### config.mk
export PLATFORM = sky130hd
export DESIGN_NAME = sa_psum_collector
export DESIGN_NICKNAME = d
export VERILOG_FILES = /design/src/rtl/sa_pkg.sv /design/src/rtl/sa_sync_fifo.sv /design/src/rtl/sa_psum_collector.sv
export SDC_FILE = /design/constraint.sdc
export NUM_CORES = 1
export LEC_CHECK = 0
export CAP_MARGIN = 30
export CORE_MARGIN = 10
export CORE_UTILIZATION = 50
export CTS_CLUSTER_DIAMETER = 120
export DETAILED_ROUTE_END_ITERATION = 8
export PLACE_DENSITY = 0.71
export SYNTH_ARGS = -nofsm -noshare
export SYNTH_HDL_FRONTEND = slang
export SYNTH_HIERARCHICAL = 1
export SYNTH_SLANG_ARGS = --single-unit
### constraint.sdc
create_clock -name clk -period 5.9 [get_ports clk]
set_input_delay 0.885 -clock clk [delete_from_list [all_inputs] [get_ports clk]]
set_output_delay 0.885 -clock clk [all_outputs]
set_load 0.05 [all_outputs]
### src/rtl/sa_pkg.sv
// Shared constants and helpers for the systolic-array datapath blocks.
package sa_pkg;

  localparam int unsigned DefAccW  = 8;
  localparam int unsigned DefDataW = 8;
  localparam int unsigned DefNCols = 4;

  // LSB of column col inside a packed column bus.
  function automatic int unsigned col_lsb(input int unsigned col, input int unsigned acc_w);
    return col * acc_w;
  endfunction

  // FIFO entry is {last, data}.
  function automatic int unsigned entry_w(input int unsigned n_cols, input int unsigned acc_w);
    return n_cols * acc_w + 1;
  endfunction

  localparam int unsigned DefEntryW = entry_w(DefNCols, DefAccW);

endpackage

### src/rtl/sa_sync_fifo.sv
// Single-clock FIFO; a push while full is accepted when a pop happens in the same cycle.
module sa_sync_fifo #(
  parameter int unsigned Width = 8,
  parameter int unsigned Depth = 4
) (
  input  logic             clk,
  input  logic             rst,
  input  logic             clear,
  input  logic             push,
  input  logic             pop,
  input  logic [Width-1:0] wdata,
  output logic [Width-1:0] rdata,
  output logic             full,
  output logic             empty
);

  localparam int unsigned PtrW = (Depth > 1) ? $clog2(Depth) : 1;

  logic [Width-1:0] mem_q [Depth];
  logic [PtrW-1:0]  wr_ptr_q, rd_ptr_q;
  logic [PtrW:0]    count_q, count_d;
  logic             do_push, do_pop;

  assign full    = (count_q == (PtrW + 1)'(Depth));
  assign empty   = (count_q == '0);
  assign do_pop  = pop && !empty;
  assign do_push = push && (!full || do_pop);
  assign rdata   = empty ? '0 : mem_q[rd_ptr_q];

  always_comb begin
    count_d = count_q;
    case ({do_push, do_pop})
      2'b10:   count_d = count_q + (PtrW + 1)'(1);
      2'b01:   count_d = count_q - (PtrW + 1)'(1);
      default: count_d = count_q;
    endcase
  end

  always_ff @(posedge clk or posedge rst) begin
    if (rst) begin
      wr_ptr_q <= '0;
      rd_ptr_q <= '0;
      count_q  <= '0;
    end else if (clear) begin
      wr_ptr_q <= '0;
      rd_ptr_q <= '0;
      count_q  <= '0;
    end else begin
      // Depth is a power of two, so pointers wrap naturally.
      if (do_push) wr_ptr_q <= wr_ptr_q + PtrW'(1);
      if (do_pop)  rd_ptr_q <= rd_ptr_q + PtrW'(1);
      count_q <= count_d;
    end
  end

  always_ff @(posedge clk or posedge rst) begin
    if (rst) begin
      for (int i = 0; i < int'(Depth); i++) mem_q[i] <= '0;
    end else if (do_push && !clear) begin
      mem_q[wr_ptr_q] <= wdata;
    end
  end

endmodule

### src/rtl/sa_psum_collector.sv
// De-skews the bottom-row psums of the systolic array into aligned rows and
// buffers them for a valid/ready writer; overflow is flagged, never back-pressured.
module sa_psum_collector
  import sa_pkg::*;
#(
  parameter int unsigned N_COLS     = 4,
  parameter int unsigned ACC_W      = DefAccW,
  parameter int unsigned N_ROWS     = 4,
  parameter int unsigned FIFO_DEPTH = 4
) (
  input  logic                    clk,
  input  logic                    rst,
  input  logic                    clear,
  input  logic                    in_valid,
  input  logic [N_COLS*ACC_W-1:0] psum_in,
  output logic                    out_valid,
  input  logic                    out_ready,
  output logic [N_COLS*ACC_W-1:0] out_data,
  output logic                    out_last,
  output logic                    tile_done,
  output logic                    overflow
);

  localparam int unsigned EntryW = entry_w(N_COLS, ACC_W);
  localparam int unsigned Stages = N_COLS - 1;
  localparam int unsigned CntW   = (N_ROWS > 1) ? $clog2(N_ROWS) : 1;

  logic [N_COLS*ACC_W-1:0] aligned;
  logic [Stages-1:0]       vld_q;
  logic                    aligned_valid;
  logic [CntW-1:0]         row_cnt_q, row_cnt_d;
  logic                    is_last;
  logic                    tile_done_q, overflow_q;
  logic                    fifo_full, fifo_empty, pop;
  logic [EntryW-1:0]       fifo_rdata;

  // Column c waits N_COLS-1-c cycles so every column lands on the same edge.
  for (genvar c = 0; c < int'(N_COLS); c++) begin : g_col
    localparam int unsigned S   = N_COLS - 1 - c;
    localparam int unsigned Lsb = col_lsb(c, ACC_W);
    if (S == 0) begin : g_pass
      assign aligned[Lsb +: ACC_W] = psum_in[Lsb +: ACC_W];
    end else begin : g_dly
      logic [ACC_W-1:0] stg_q [S];
      always_ff @(posedge clk or posedge rst) begin
        if (rst) begin
          for (int i = 0; i < int'(S); i++) stg_q[i] <= '0;
        end else begin
          stg_q[0] <= psum_in[Lsb +: ACC_W];
          for (int i = 1; i < int'(S); i++) stg_q[i] <= stg_q[i-1];
        end
      end
      assign aligned[Lsb +: ACC_W] = stg_q[S-1];
    end
  end

  always_ff @(posedge clk or posedge rst) begin
    if (rst) begin
      vld_q <= '0;
    end else if (clear) begin
      vld_q <= '0;
    end else begin
      vld_q[0] <= in_valid;
      for (int i = 1; i < int'(Stages); i++) vld_q[i] <= vld_q[i-1];
    end
  end

  assign aligned_valid = vld_q[Stages-1];
  assign pop           = out_valid && out_ready;
  assign is_last       = (row_cnt_q == CntW'(N_ROWS - 1));

  // Dropped rows still advance the counter so tile framing survives overflow.
  always_comb begin
    row_cnt_d = row_cnt_q;
    if (aligned_valid) row_cnt_d = is_last ? '0 : row_cnt_q + CntW'(1);
  end

  always_ff @(posedge clk or posedge rst) begin
    if (rst) begin
      row_cnt_q   <= '0;
      tile_done_q <= 1'b0;
      overflow_q  <= 1'b0;
    end else if (clear) begin
      row_cnt_q   <= '0;
      tile_done_q <= 1'b0;
      overflow_q  <= 1'b0;
    end else begin
      row_cnt_q   <= row_cnt_d;
      tile_done_q <= aligned_valid && is_last;
      overflow_q  <= overflow_q | (aligned_valid && fifo_full && !pop);
    end
  end

  sa_sync_fifo #(
    .Width (EntryW),
    .Depth (FIFO_DEPTH)
  ) u_fifo (
    .clk   (clk),
    .rst   (rst),
    .clear (clear),
    .push  (aligned_valid),
    .pop   (pop),
    .wdata ({is_last, aligned}),
    .rdata (fifo_rdata),
    .full  (fifo_full),
    .empty (fifo_empty)
  );

  assign out_valid = !fifo_empty;
  assign out_last  = fifo_rdata[EntryW-1];
  assign out_data  = fifo_rdata[EntryW-2:0];
  assign tile_done = tile_done_q;
  assign overflow  = overflow_q;

endmodule

==> impl_results.md <==
- CTS Buffer Depth: 2
- Post-CTS Repair Setup Buffers: 0
- Post-synthesis cell area: 8440 µm²
- M2 GR Usage: 0.251
- Vias post-DR: 4,230
- First-pass GRT wire length: 27.6 mm
- FF+latch area: 4860 µm²
- Outcome: completed
- Worst path max stage delay: 0.81 ns
- Post-synth top flop: dfrtp_1
- Vias in the first global route: 4,895
- Area share of the largest cell type after synthesis: 0.575
- Global Route Usage Sum: 0.158
- Worst-path cell chain: buf_4 -> mux4_2 -> nor2b_1 -> clkdlybuf4s50_1
- Layout cell share with drive strength beyond 1: 0.384
- Full die area: 22,500 µm²
- Hold bufs inserted after CTS: 0
- Yosys top cell by area: dfrtp_1
- CTS sink cnt: 194
- Layout Skew: 0.0134 ns
- I/O Buffers: 72
- Gate power share: 0.088
- Post-synthesis sequential area ratio: 0.575
- RSZ-0062 raised after global routing: false
- Int Power: 2.24 mW
- Sequential power share: 0.512
- P&R area growth vs syn: 17.8%
- Achievable Freq: 248 MHz
- Final setup viols: 0
- Setup WS pre-CTS: 2.27 ns
- CTS Root Buffer Type: clkbuf_16
- Max cap viols: 0
- Total negative slack: 0 ns
- Mapped Nets: 533
- CTS tree: done
- CP endpoint kind: output port
- Placer Congestion: 0.711
- Setup CP Type: flip-flop to output port
- # diodes: 0
- Slew HR: 0.349
- Met1 Use GR: 0.209
- Nets@finish: 601
- Period utilisation layout: 0.683
- Multi-input logic area: 3400 µm²
- Critical path's slowest cell: dfrtp_2
- Critical Path RT: 5.02 ns
- NetSw: 0.630 mW
- Yosys warning total: 6
- Crit path DAT: 3.14 ns
- Power Density: 289 nW/µm²
- EDFF count, synth: 0
- Total CTS buffers: 17
- DR DRC count: 0
- LEAKAGE: 4.37 nW
- Worst skew pair latency: 0.43 ns
- Top cells by count, synth: dfrtp_1 (194), mux2_4 (120), nor2b_1 (37), mux4_2 (33), mux2_2 (13)
- Average cell area after synthesis: 17.2 µm²
- Maximum fanout along the worst path: 20
- Cell variety after synth: 35
- Mapped Cells: 490
- Fin crit period: 4.03 ns
- Wirelength per Cell: 21.0 µm
- Top cells by area, synth: dfrtp_1 (58%), mux2_4 (21%), mux4_2 (8.8%)
- Initial Utilization: 0.509
- Post-route ant nets: 0
- Count leader, synth: dfrtp_1
- Row cnt: 47
- CTS clk-pin slew, worst paths: 0.07 ns
- Die width: 150 µm
- Core Footprint: 16,600 µm²
- Synth Area in Simple Gates: 0.0494
- Iter 0 DRT Violations: 256
- Grt peak-use layer: met2
- First-pass DRT Iterations: 4
- Worst setup SP type: flip-flop
- Compound-gate portion of the synthesized area: 0.00904
- PostCTS Resize Cnt: 0
- Post-synth ARST share: 1.00
- GR met3 Demand/Resource: 0.0365
- Sw Share: 0.220
- Mux share of post-synthesis cell area: 0.321
- Slew Viols, Final: 0
- Area share of fa/ha/maj cells after synthesis: 0.00978
- Total global routing overflow: 0
- Worst-margin pin slew: 0.976 ns
- Via density: 5.35
- Worst IR Drop VDD: 0.214 mV
- Min-delay worst type: flip-flop to flip-flop
- Number of synthesized register bits: 194
- Initial antenna violation count: 0
- Die height: 150 µm
- Drt total wl: 16.6 mm
- H-tree depth: 4
- Post-Synth XOR/XNOR Area: 0.00519
- Pin count of the biggest net entering global routing: 81
- Fin. Hold Viols: 0
- Clock network power share: 0.401
- # fillers: 1,239
- Ports: 73
- Largest family of logic cells by synthesized area: multiplexers
- Worst Slack Setup Final: 1.87 ns
- Post-DP HPWL: 10.2 mm
[state kept, by name (all words and copies together) (netlist names), 2 cells and up]
signal	cells
u_fifo/mem_q	132
g_col.g_dly.stg_q	32
aligned	16
u_fifo/count_q	3
vld_q	3
row_cnt_q	2
u_fifo/rd_ptr_q	2
u_fifo/wr_ptr_q	2
[power groups by stage]
stage          registers [mW]  logic, mW  clock network (mW)
3_5_place_dp             1.49      0.256                   0
2_1_floorplan            1.47      0.195                   0
4_1_cts                  1.47      0.257                1.17
5_1_grt                  1.48      0.271                1.24
6_report                 1.47      0.252                1.15
3_3_place_gp             1.49      0.248                   0
[layout make-up]
type,instances,area share
sequential,194,0.488
clock inverter,11,0.0127
multi-input combinational,256,0.341
inverter,7,0.00315
tap,220,0.0277
timing repair buffer,82,0.0804
clock buffer,21,0.0463
[cell families (layout without fill, tap and decap cells)]
group	Yosys count	in the layout
AO/OA/AOI/OAI	11	11
XOR/XNOR	5	5
adder cells (fa/ha/maj)	6	6
buffers and inverters	40	121
flip-flops	194	194
multiplexers	168	168
AND/OR/NAND/NOR	66	66
[metrics by stage]
step                      power, mW  cells  hold WS [ns]  area [µm²]  utilization
after global routing           2.99    791         0.360        9950        0.600
final                          2.87    791         0.344        9950        0.600
after CTS                      2.90    791         0.350        9950        0.600
after floorplan                1.67    490         0.331        8440            -
after detailed placement       1.75    759         0.335        9360        0.564
after global placement         1.73    758         0.332        9350        0.564
[worst max-delay path: cells and delay by family (launching register included)]
family / cells / cell delay, ns
buf+inv: 2 / 1.19
flops: 1 / 0.81
mux: 1 / 0.56
simple gates: 1 / 0.16
[path summary, 6_finish.rpt]
| check | startpoint | to | slack (ns) | cells after the start |
|---|---|---|---|---|
| setup / recovery | u_fifo/rd_ptr_q[0] | out_data[2] | 1.87 | 4 |
| hold reg to reg | g_col[0].g_dly.stg_q[15] | aligned[7] | 0.34 | 0 |
| setup reg to reg | u_fifo/count_q[0] | u_fifo/count_q[2] | 2.68 | 10 |
| max in group asynchronous | rst | u_fifo/mem_q[79] | 3.66 | 3 |
| hold / removal | g_col[0].g_dly.stg_q[15] | aligned[7] | 0.34 | 0 |
| min in group asynchronous | rst | u_fifo/mem_q[92] | 0.99 | 2 |
[routing by layer]
metal,up-vias,part of all wire
li1,1866,-
met1,2270,0.45
met2,71,0.50
met3,23,0.032
met4,0,0.016
met5,-,0
[cell usage in the layout (no fill, tap or decap), types with 3 or more instances in the layout]
| cell type | count |
|---|---|
| clkbuf_16 | 17 |
| dfrtp_1 | 192 |
| nor2_1 | 11 |
| buf_4 | 9 |
| clkinv_2 | 3 |
| ha_1 | 5 |
| clkdlybuf4s50_1 | 72 |
| nor2b_1 | 37 |
| inv_1 | 5 |
| inv_6 | 4 |
| nor4bb_4 | 4 |
| nand2_1 | 3 |
| mux2_2 | 13 |
| mux2_4 | 120 |
| xor2_1 | 3 |
| mux4_2 | 33 |
No activity file was read; power rests on OpenSTA's default activity.
